[config.mk]
export PLATFORM = sky130hd
export DESIGN_NAME = fifo_wptr_full_flat
export DESIGN_NICKNAME = d
export VERILOG_FILES = /design/src/rtl/fifo_pkg.sv /design/src/rtl/fifo_wptr_full_if.sv /design/src/rtl/fifo_sync_2ff.sv /design/src/rtl/fifo_wptr_full.sv /design/src/flat_wrapper.sv
export SDC_FILE = /design/constraint.sdc
export NUM_CORES = 1
export LEC_CHECK = 0
export ABC_AREA = 1
export ABC_CLOCK_PERIOD_IN_PS = 3100
export CAP_MARGIN = 40
export CELL_PAD_IN_SITES_DETAIL_PLACEMENT = 1
export CELL_PAD_IN_SITES_GLOBAL_PLACEMENT = 2
export CORE_AREA = 2 2 63 65
export CTS_CLUSTER_SIZE = 28
export DETAILED_ROUTE_END_ITERATION = 8
export DIE_AREA = 0 0 65 67
export GPL_ROUTABILITY_DRIVEN = 0
export PLACE_DENSITY = 0.75
export SYNTH_ARGS = -nofsm -noshare
export SYNTH_HDL_FRONTEND = slang
export SYNTH_SLANG_ARGS = --single-unit
[constraint.sdc]
create_clock -name wclk -period 3.1 [get_ports wclk]
set_input_delay 0.62 -clock wclk [delete_from_list [all_inputs] [get_ports wclk]]
set_output_delay 0.62 -clock wclk [all_outputs]
set_load 0.02 [all_outputs]
[src/rtl/fifo_pkg.sv]
`default_nettype none
// ============================================================================
// Module      : fifo_pkg
// Description : Shared definitions for the dual-clock FIFO pointer
//               controllers.
//               - Default pointer sizing.
//               - Gray/binary conversion helpers.
//               The helpers operate on a 32-bit container. Callers
//               zero-extend a narrower pointer in and cast the result back.
//               A zero-extended value converts identically at any width
//               up to 32 bits, so the same functions serve every
//               pointer width.
// Revision    : 1.0 - initial release
// ============================================================================
package fifo_pkg;

    localparam int FIFO_ADDR_WIDTH = 3;
    localparam int PTR_WIDTH       = FIFO_ADDR_WIDTH + 1;
    localparam int GRAY_MAX_WIDTH  = 32;

    function automatic logic [GRAY_MAX_WIDTH-1:0] bin2gray(
        input logic [GRAY_MAX_WIDTH-1:0] b
    );
        return b ^ (b >> 1);
    endfunction

    function automatic logic [GRAY_MAX_WIDTH-1:0] gray2bin(
        input logic [GRAY_MAX_WIDTH-1:0] g
    );
        logic [GRAY_MAX_WIDTH-1:0] b;
        b[GRAY_MAX_WIDTH-1] = g[GRAY_MAX_WIDTH-1];
        for (int i = GRAY_MAX_WIDTH - 2; i >= 0; i--) begin
            b[i] = b[i+1] ^ g[i];
        end
        return b;
    endfunction

endpackage : fifo_pkg
`default_nettype wire

[src/rtl/fifo_wptr_full_if.sv]
`default_nettype none
// ============================================================================
// Module      : fifo_wptr_full_if
// Description : Bus between the producer and the write-side FIFO controller.
//               The bus also carries the memory write port and the Gray
//               pointers exchanged with the read domain.
//   winc         producer -> ctrl   write request
//   rptr         read dom -> ctrl   Gray read pointer (asynchronous)
//   wclken       ctrl -> memory     write enable
//   waddr        ctrl -> memory     binary write address
//   wptr         ctrl -> read dom   Gray write pointer
//   wfull        ctrl -> producer   full flag
//   walmost_full ctrl -> producer   almost-full flag
//   wfill        ctrl -> producer   occupancy
//   woverflow    ctrl -> producer   sticky overflow flag
// Revision    : 1.0 - initial release
// ============================================================================
interface fifo_wptr_full_if #(
    parameter int ADDR_WIDTH = 3
);
    logic                  winc;
    logic [ADDR_WIDTH:0]   rptr;
    logic                  wclken;
    logic [ADDR_WIDTH-1:0] waddr;
    logic [ADDR_WIDTH:0]   wptr;
    logic                  wfull;
    logic                  walmost_full;
    logic [ADDR_WIDTH:0]   wfill;
    logic                  woverflow;

    // Producer / environment side
    modport master (
        output winc, rptr,
        input  wclken, waddr, wptr, wfull, walmost_full, wfill, woverflow
    );

    // Controller side
    modport slave (
        input  winc, rptr,
        output wclken, waddr, wptr, wfull, walmost_full, wfill, woverflow
    );
endinterface : fifo_wptr_full_if
`default_nettype wire

[src/rtl/fifo_sync_2ff.sv]
`default_nettype none
// ============================================================================
// Module      : fifo_sync_2ff
// Description : Generic WIDTH-bit two-flop synchronizer with synchronous
//               active-high reset.
//               Only Gray-coded (single-bit-change) buses may pass
//               through it as a group.
//   clk  in   destination clock
//   rst  in   synchronous active-high reset
//   d_i  in   asynchronous input bus
//   q_o  out  synchronized bus, two clk edges of latency
// Revision    : 1.0 - initial release
// ============================================================================
module fifo_sync_2ff #(
    parameter int WIDTH = 1
) (
    input  logic             clk,
    input  logic             rst,
    input  logic [WIDTH-1:0] d_i,
    output logic [WIDTH-1:0] q_o
);
    logic [WIDTH-1:0] meta_q;
    logic [WIDTH-1:0] sync_q;

    always_ff @(posedge clk) begin
        if (rst) begin
            meta_q <= '0;
            sync_q <= '0;
        end else begin
            meta_q <= d_i;
            sync_q <= meta_q;
        end
    end

    assign q_o = sync_q;
endmodule : fifo_sync_2ff
`default_nettype wire

[src/rtl/fifo_wptr_full.sv]
`default_nettype none
// ============================================================================
// Module      : fifo_wptr_full
// Description : Write-side pointer and full-flag controller of the
//               dual-clock FIFO.
//               - Accepts producer writes and drives the memory write port.
//               - Synchronizes the read Gray pointer into wclk.
//               - Reports full, almost-full, fill and overflow status.
//   wclk  in      write-domain clock
//   wrst  in      synchronous active-high reset
//   w_if  slave   winc/rptr in; wclken, waddr, wptr, wfull,
//                 walmost_full, wfill, woverflow out
// Revision    : 1.0 - initial release
// ============================================================================
module fifo_wptr_full
    import fifo_pkg::*;
#(
    parameter int ADDR_WIDTH   = 3,   // must be >= 2 for the full compare
    parameter int AFULL_THRESH = 6    // 1 .. 2**ADDR_WIDTH
) (
    input  logic             wclk,
    input  logic             wrst,
    fifo_wptr_full_if.slave  w_if
);
    localparam int                PTR_W     = ADDR_WIDTH + 1;
    localparam logic [PTR_W-1:0]  AFULL_LVL = PTR_W'(AFULL_THRESH);

    logic [PTR_W-1:0] wbin_q;
    logic [PTR_W-1:0] wptr_q;
    logic             wfull_q;
    logic             wafull_q;
    logic [PTR_W-1:0] wfill_q;
    logic             wovf_q;

    logic [PTR_W-1:0] rptr_sync;
    logic [PTR_W-1:0] rbin_s;
    logic             wclken;
    logic [PTR_W-1:0] wbin_d;
    logic [PTR_W-1:0] wptr_d;
    logic [PTR_W-1:0] wfill_d;
    logic             wfull_d;
    logic             wafull_d;
    logic             wovf_d;

    fifo_sync_2ff #(
        .WIDTH (PTR_W)
    ) u_rptr_sync (
        .clk (wclk),
        .rst (wrst),
        .d_i (w_if.rptr),
        .q_o (rptr_sync)
    );

    // A request made while full is dropped here, so memory never sees it.
    assign wclken = w_if.winc & ~wfull_q;

    assign wbin_d = wbin_q + {{ADDR_WIDTH{1'b0}}, wclken};
    assign wptr_d = PTR_W'(bin2gray(32'(wbin_d)));
    assign rbin_s = PTR_W'(gray2bin(32'(rptr_sync)));

    // Full when the next write pointer sits one lap ahead of the read
    // pointer. In Gray code that is the read pointer with its two top bits
    // inverted. The status is computed from the next pointer, so a write
    // shows in the flags after its own edge.
    assign wfull_d  = (wptr_d == {~rptr_sync[PTR_W-1:PTR_W-2],
                                   rptr_sync[PTR_W-3:0]});
    assign wfill_d  = wbin_d - rbin_s;
    assign wafull_d = (wfill_d >= AFULL_LVL);
    assign wovf_d   = wovf_q | (w_if.winc & wfull_q);

    always_ff @(posedge wclk) begin
        if (wrst) begin
            wbin_q   <= '0;
            wptr_q   <= '0;
            wfull_q  <= 1'b0;
            wafull_q <= 1'b0;
            wfill_q  <= '0;
            wovf_q   <= 1'b0;
        end else begin
            wbin_q   <= wbin_d;
            wptr_q   <= wptr_d;
            wfull_q  <= wfull_d;
            wafull_q <= wafull_d;
            wfill_q  <= wfill_d;
            wovf_q   <= wovf_d;
        end
    end

    assign w_if.wclken       = wclken;
    assign w_if.waddr        = wbin_q[ADDR_WIDTH-1:0];
    assign w_if.wptr         = wptr_q;
    assign w_if.wfull        = wfull_q;
    assign w_if.walmost_full = wafull_q;
    assign w_if.wfill        = wfill_q;
    assign w_if.woverflow    = wovf_q;
endmodule : fifo_wptr_full
`default_nettype wire
[src/flat_wrapper.sv]
// flat-port wrapper written by rule: the top's interface ports become plain ports
module fifo_wptr_full_flat import fifo_pkg::*;
#(
    parameter int ADDR_WIDTH   = 3,                                       
    parameter int AFULL_THRESH = 6                         
)
  (wclk, wrst, w_if_winc, w_if_rptr, w_if_wclken, w_if_waddr, w_if_wptr, w_if_wfull, w_if_walmost_full, w_if_wfill, w_if_woverflow);
  fifo_wptr_full_if #(.ADDR_WIDTH(ADDR_WIDTH)) w_if_i ();
  input  logic wclk;
  input  logic wrst;
  input wire logic [$bits(w_if_i.winc)-1:0] w_if_winc;
  input wire logic [$bits(w_if_i.rptr)-1:0] w_if_rptr;
  output wire logic [$bits(w_if_i.wclken)-1:0] w_if_wclken;
  output wire logic [$bits(w_if_i.waddr)-1:0] w_if_waddr;
  output wire logic [$bits(w_if_i.wptr)-1:0] w_if_wptr;
  output wire logic [$bits(w_if_i.wfull)-1:0] w_if_wfull;
  output wire logic [$bits(w_if_i.walmost_full)-1:0] w_if_walmost_full;
  output wire logic [$bits(w_if_i.wfill)-1:0] w_if_wfill;
  output wire logic [$bits(w_if_i.woverflow)-1:0] w_if_woverflow;
  assign w_if_i.winc = w_if_winc;
  assign w_if_i.rptr = w_if_rptr;
  assign w_if_wclken = w_if_i.wclken;
  assign w_if_waddr = w_if_i.waddr;
  assign w_if_wptr = w_if_i.wptr;
  assign w_if_wfull = w_if_i.wfull;
  assign w_if_walmost_full = w_if_i.walmost_full;
  assign w_if_wfill = w_if_i.wfill;
  assign w_if_woverflow = w_if_i.woverflow;
  fifo_wptr_full #(.ADDR_WIDTH(ADDR_WIDTH), .AFULL_THRESH(AFULL_THRESH)) u_core (.wclk(wclk), .wrst(wrst), .w_if(w_if_i));
endmodule
==> qor.txt, run 1 <==
WL met2 = 1092 µm
clock transition at the registers of the reported paths = 0.08 ns
Routed Antenna Nets = 0
P_int = 0.5627 mW
period utilization = 90.74%
status = finished, final reports clean
yosys warns = 0
simple-gate share of the synthesized area = 29.35%
port bufs = 21
Cell variety after synth = 19
R2R cell count = 9
via/cell ratio = 4.124
Psw = 0.2054 mW
Lkg Pwr = 0.6143 nW
WS Path Type = in -> reg
core box area = 3606 µm²
vias post-DR = 829
Tightest Pin Transition = 0.2492 ns
WP depth = 11
critical path launch point = w_if_winc
antenna violations before repair = 0
first-pass GRT wire length = 3912 µm
Sw Share = 26.74%
Post-DP Area = 1240 µm²
die height = 67 µm
Reg power frac = 41.4%
reg2reg start = u_core.w_if.wfull
grt ovf = 0
initial DRC count = 32
Syn Area/Cell = 7.527 µm²
Synth area leaders = dfxtp_1 (46%), nand2_1 (12%), inv_1 (8.6%), nor2_1 (8.6%), ha_1 (6.5%)
TNS Setup = 0 ns
max incr delay on CP = 0.47 ns
CTS Sinks = 22
synthesized flop and latch total = 22
commonest non-fill, non-tap cells in the layout = nand2_1 (31), inv_1 (22), nor2_1 (22), dfxtp_1 (22), clkdlybuf4s50_1 (21)
layout cell share with drive strength beyond 1 = 5.882%
Max VDD drop = 0.3053 mV
Die Footprint = 4355 µm²
Max clock buf depth = 2
min Tclk post-route = 2.813 ns
nets = 167
area leader, netlist = dfxtp_1
number of detailed-route iterations in the first pass = 3
ANT cells = 0
Mapped Cells = 128
largest net degree at the start of global routing = 21
vias in the first global route = 869
met3 wire length = 108 µm
area share of the largest cell type after synthesis = 45.71%
DRC viols = 0
register area share after synthesis = 45.71%
Hold WC Path Type = reg -> reg
Initial Util = 26.72%
Synth Area in XOR/XNOR = 4.286%
final wirelength = 2197 µm
# hold bufs at CTS = 0
Net Count, Synth = 141
CP bufs+invs = 3
CP delay by family, top = adder cells
post-synthesis mux area share = 0%
final setup fails = 0
IO Pins = 22
r2r setup slk = 0.74 ns
FF-to-FF End = u_core.w_if.walmost_full
Critical Path RT = 3.31 ns
H-tree depth = 1
kind of end point of the critical path = register
Fmax achieved = 0.3555 GHz
CTS tree = done
post-DP HPWL = 1739 µm
max-slew violation count = 0
synthesized cell area = 963.4 µm²
met1 WL = 974 µm
clk_lat worst skew = 0.26 ns
crit path DAT = 3.02 ns
WL/cell = 10.93 µm
maxcap violations = 0
CP endpoint = u_core.w_if.walmost_full
RSZ-0062 raised after global routing = no
CP max FO = 5
global-route usage over all layers = 11.77%
post_cts resized = 0
Row Count = 22
total CTS buffers = 3
area grow syn2layout = 36.10%
clock power share = 35.0%
Worst setup SP type = input port
commonest non-fill, non-tap cell in the layout = nand2_1
Post-Synth Adder-Cell Area = 8.571%
Max-slew headroom = 83.30%
fillers = 441
Design Area, Final = 1311 µm²
CTS Root Cell = clkbuf_8
largest family of logic cells by synthesized area = simple AND/OR/NAND/NOR gates
Critical Path, Cell by Cell = clkdlybuf4s50_1, inv_1, nor2_1, ha_1, ha_1, inv_1, fa_1, or2_2, a21oi_1, nand2_1, nand2_1
post-synthesis compound-gate area fraction = 2.597%
Max Used Layer = met4
Comb power frac = 23.6%
post-CTS setup buffers = 0
Slowest cell on crit path = fa_1
Pwr Total = 0.7681 mW
Fin. Hold Viols = 0
clock skew = 0.002573 ns
final core occ = 36.36%
PD cells = 585.7 nW/µm²
Chip Width = 65 µm
power groups by stage:
stage / Combinational (mW) / Clock [mW] / Sequential, mW
2_1_floorplan: 0.0830 / 0 / 0.350
3_3_place_gp: 0.179 / 0 / 0.324
3_5_place_dp: 0.184 / 0 / 0.325
4_1_cts: 0.185 / 0.279 / 0.318
5_1_grt: 0.204 / 0.293 / 0.322
6_report: 0.181 / 0.269 / 0.318
state kept, by name, indices dropped and copies added, names as in the netlist:
name	cells
u_core.w_if.woverflow	1
u_core.u_rptr_sync.q_o	4
u_core.w_if.wfill	4
u_core.u_rptr_sync.meta_q	4
u_core.w_if.wptr	4
u_core.w_if.wfull	1
u_core.w_if.walmost_full	1
u_core.wbin_q	3
cell usage after synthesis, drive strengths merged:
cell / instances
nand2: 31
dfxtp: 22
inv: 22
nor2: 22
nand3: 9
ha: 5
a21oi: 4
buf: 2
nand4: 2
xor2: 2
and2: 1
fa: 1
nand3b: 1
nor2b: 1
o21ai: 1
or2: 1
xnor2: 1
stage by stage:
step	setup WS, ns	hold WS, ns	std cells
after floorplan	0.5524	0.3883	128
after global placement	0.07243	0.3928	197
after detailed placement	-0.008816	0.3978	197
after CTS	0.2654	0.4105	201
after global routing	0.1055	0.4202	201
final	0.2870	0.4077	201
routing by layer:
layer	vias to the layer above	track usage (%)
met1	374	13.80
met5	-	0
met4	0	3.191
li1	434	-
met3	4	3.547
met2	17	20.75
tightest hold or removal path, stage by stage (launching register included):
cell and delay, ns:
dfxtp_1 0.30, inv_1 0.04, nor2_1 0.03
layout make-up:
class,count,area [µm²],share of cell area [%]
sequential,22,440.4,33.59
multi-input combinational,82,431.7,32.92
timing repair buffer,23,225.2,17.18
inverter,22,82.58,6.298
tap,48,60.06,4.580
clock buffer,3,41.29,3.149
clock inverter,1,30.03,2.290
kinds of logic (layout without fill, tap and decap cells):
kind of cell | Yosys count | count (layout)
DFF | 22 | 22
adders and majority gates | 6 | 6
AOI/OAI and AO/OA | 5 | 5
and+or+nand+nor | 68 | 68
buffers and inverters | 24 | 49
xor gates and xnor gates | 3 | 3
worst min path at each step:
| stage | from | to | slack (ns) | depth (start not counted) |
|---|---|---|---|---|
| after floorplan | u_core.u_rptr_sync.meta_q[0] | u_core.u_rptr_sync.q_o[0] | 0.39 | 2 |
| after global placement | u_core.u_rptr_sync.meta_q[0] | u_core.u_rptr_sync.q_o[0] | 0.39 | 2 |
| after detailed placement | u_core.u_rptr_sync.meta_q[1] | u_core.u_rptr_sync.q_o[1] | 0.40 | 2 |
| after CTS | u_core.u_rptr_sync.meta_q[1] | u_core.u_rptr_sync.q_o[1] | 0.41 | 2 |
| after global routing | u_core.u_rptr_sync.meta_q[0] | u_core.u_rptr_sync.q_o[0] | 0.42 | 2 |
| final | u_core.u_rptr_sync.meta_q[1] | u_core.u_rptr_sync.q_o[1] | 0.41 | 2 |
No activity file was read; power rests on OpenSTA's default activity.
==> run 2: changes to the inputs <==
Settings changed: SKIP_CTS_REPAIR_TIMING from default to 1.
==> results of run 2 <==
Same layout as run 1: the final DEF is identical, and so are final timing and power.
==> run 3: changes to the inputs <==
Settings changed: ABC_AREA 1 to 0, CORE_AREA 2 2 63 65 to 2 2 58 60, DIE_AREA 0 0 65 67 to 0 0 60 62, PLACE_DENSITY 0.75 to 0.73.
==> run 3 against run 2 <==
Compared with the run above:
- first-iteration DRC count shrank 69%
- cell count shrank 25%
- combinational power shrank 9%
- via count shrank 27%
- utilization grew 0.43 points
- clock skew is essentially flat
- synthesized area shrank 11%
- hold slack gained 0.044 ns
- register-to-register slack gained 0.12 ns
- die area shrank 15%
- cell area shrank 11%
- sequential cell count is the same
- largest cell class unchanged
==> qor.txt, run 3 <==
CTS Sinks = 22 (unchanged)
area share of the largest cell type after synthesis = 51.31% (+5.6 points)
CP bufs+invs = 1 (-2)
crit path DAT = 2.91 ns (-0.11 ns)
Initial Util = 27.00% (+0.28 points)
CP dominant cell by count = ha_1
total CTS buffers = 3 (unchanged)
Hold WC Path Type = reg -> reg
max incr delay on CP = 0.48 ns (about the same)
Reg power frac = 49.8% (+8.4 points)
max-slew violation count = 0 (unchanged)
worst hold slack = 0.4519 ns (+0.04419 ns)
leading post-synthesis cells by instance count = dfxtp_1 (22), nor2_1 (10), nor2b_1 (10), xnor2_1 (7), xor2_1 (6)
Post-DP Area = 1134 µm² (-8.6%)
Routed Antenna Nets = 0 (unchanged)
clk_lat worst skew = 0.30 ns (+0.04 ns)
Fin. Hold Viols = 0 (unchanged)
grt ovf = 0 (unchanged)
area leader, netlist = dfxtp_1
clock transition at the registers of the reported paths = 0.12 ns (+0.04 ns)
Worst setup SP type = input port
PD cells = 545.8 nW/µm² (-6.8%)
commonest non-fill, non-tap cell in the layout = dfxtp_1
first-pass GRT wire length = 2601 µm (-34%)
final setup fails = 0 (unchanged)
status = finished, final reports clean
synthesized flop and latch total = 22 (unchanged)
Mapped Cells = 79 (-38%)
Die Footprint = 3720 µm² (-15%)
Max clock buf depth = 2 (unchanged)
Critical Path RT = 3.31 ns (about the same)
kind of end point of the critical path = register
P_int = 0.4619 mW (-18%)
worst slack at placement = 0.05920 ns (+0.06802 ns)
post-DP HPWL = 1259 µm (-28%)
die height = 62 µm (-7.5%)
Fmax achieved = 0.3700 GHz (+4.1%)
IO Pins = 22 (unchanged)
initial DRC count = 10 (-69%)
Cell variety after synth = 21 (+2)
H-tree depth = 1 (unchanged)
Syn Area/Cell = 10.86 µm² (+44%)
WS Path Type = in -> reg
Slowest cell on crit path = clkdlybuf4s50_1
Comb power frac = 25.7% (+2.1 points)
Sw Share = 27.67% (+0.93 points)
nets = 118 (-29%)
commonest non-fill, non-tap cells in the layout = dfxtp_1 (22), clkdlybuf4s50_1 (21), nor2b_1 (10), nor2_1 (10), xnor2_1 (7)
CP delay by family, top = adder cells
non-filler cells, final = 150 (-25%)
layout cell share with drive strength beyond 1 = 8.654% (+2.8 points)
vias in the first global route = 627 (-28%)
Placed Cells = 146 (-26%)
Tightest Pin Transition = 0.4039 ns (+0.1547 ns)
area grow syn2layout = 36.30%
core box area = 3179 µm² (-12%)
most frequent cell after synthesis = dfxtp_1
CP max FO = 4 (-1)
number of detailed-route iterations in the first pass = 2 (-1)
Psw = 0.1767 mW (-14%)
RSZ-0062 raised after global routing = no
WL/cell = 10.35 µm (-5.3%)
final core occ = 36.80% (+0.43 points)
clock skew = 0.002512 ns (-0.00006068 ns)
register area share after synthesis = 51.31% (+5.6 points)
Pwr Total = 0.6386 mW (-17%)
Critical Path, Cell by Cell = clkdlybuf4s50_1, nor2b_1, ha_1, ha_1, ha_1, nor2b_1, o21a_1, or4_1, o311ai_0
Chip Width = 60 µm (-7.7%)
Lkg Pwr = 0.4728 nW (-23%)
yosys warns = 0 (unchanged)
TNS Setup = 0 ns (unchanged)
Net Count, Synth = 92 (-35%)
period utilization = 87.18% (-3.6 points)
Post-synth EDFFs = 0 (unchanged)
global-route usage over all layers = 9.635% (-2.1 points)
CTS Root Cell = clkbuf_4
clock power share = 24.5% (-10 points)
Post-synth ARST share = 0% (unchanged)
ANT cells = 0 (unchanged)
vias post-DR = 603 (-27%)
antenna violations before repair = 0 (unchanged)
Design Area, Final = 1170 µm² (-11%)
DRC viols = 0 (unchanged)
slack of the critical path = 0.3974 ns (+0.1104 ns)
Max-slew headroom = 72.98% (-10 points)
synthesized cell area = 858.3 µm² (-11%)
maxcap violations = 0 (unchanged)
largest net degree at the start of global routing = 19 (-9.5%)
CTS tree = done
final wirelength = 1553 µm (-29%)
min Tclk post-route = 2.703 ns (-0.1104 ns)
Row Count = 21 (-4.5%)
port bufs = 21 (unchanged)
Synth area leaders = dfxtp_1 (51%), ha_1 (7.3%), nor2b_1 (7.3%), xnor2_1 (7.1%), xor2_1 (6.1%)
dominant synthesized flop cell = dfxtp_1
via/cell ratio = 4.020 (-2.5%)
Max VDD drop = 0.1735 mV (-43%)
[run 3: final timing paths]
kind                                      from                   endpoint  slack, ns  depth (start not counted)
setup / recovery                     w_if_winc   u_core.w_if.walmost_full       0.40                          9
hold / removal    u_core.u_rptr_sync.meta_q[3]  u_core.u_rptr_sync.q_o[3]       0.45                          1
setup reg to reg             u_core.w_if.wfull   u_core.w_if.walmost_full       0.86                          8
hold reg to reg   u_core.u_rptr_sync.meta_q[3]  u_core.u_rptr_sync.q_o[3]       0.45                          1
[run 3: cell type report]
type / instances / area [µm²]
Inverter: 4 / 15.01
Sequential cell: 22 / 440.4
Multi-Input combinational cell: 51 / 395.4
Timing Repair Buffer: 23 / 225.2
Clock buffer: 4 / 36.28
Fill cell: 362 / 2009
Tap cell: 46 / 57.56
[run 3: cells by family after synthesis]
kind of cell | count (synthesis) | share of synthesized area [%]
compound gates | 5 | 5.102
simple gates | 26 | 16.18
xor+xnor | 14 | 15.16
fa+ha+maj | 6 | 9.621
buf+inv | 6 | 2.624
flops | 22 | 51.31
[run 3: power groups by stage]
| stage | clock network, mW | logic (mW) | registers [mW] |
|---|---|---|---|
| floorplan | 0 | 0.0718 | 0.351 |
| global placement | 0 | 0.165 | 0.324 |
| detailed placement | 0 | 0.168 | 0.325 |
| CTS | 0.168 | 0.169 | 0.318 |
| global route | 0.177 | 0.183 | 0.322 |
| finish | 0.157 | 0.164 | 0.318 |
[run 3: worst reg2reg max path, delay by kind of cell (launching register included)]
kind	cells	cell delay (ns)
fa+ha+maj	3	0.87
flops	1	0.39
simple gates	3	0.63
compound gates	2	0.27
[run 3: metal layers]
layer  GRT usage, %  routed length, µm
met5              0                  0
met4          3.810                 17
met3          1.863                 55
met2          16.93                815
met1          11.62                665
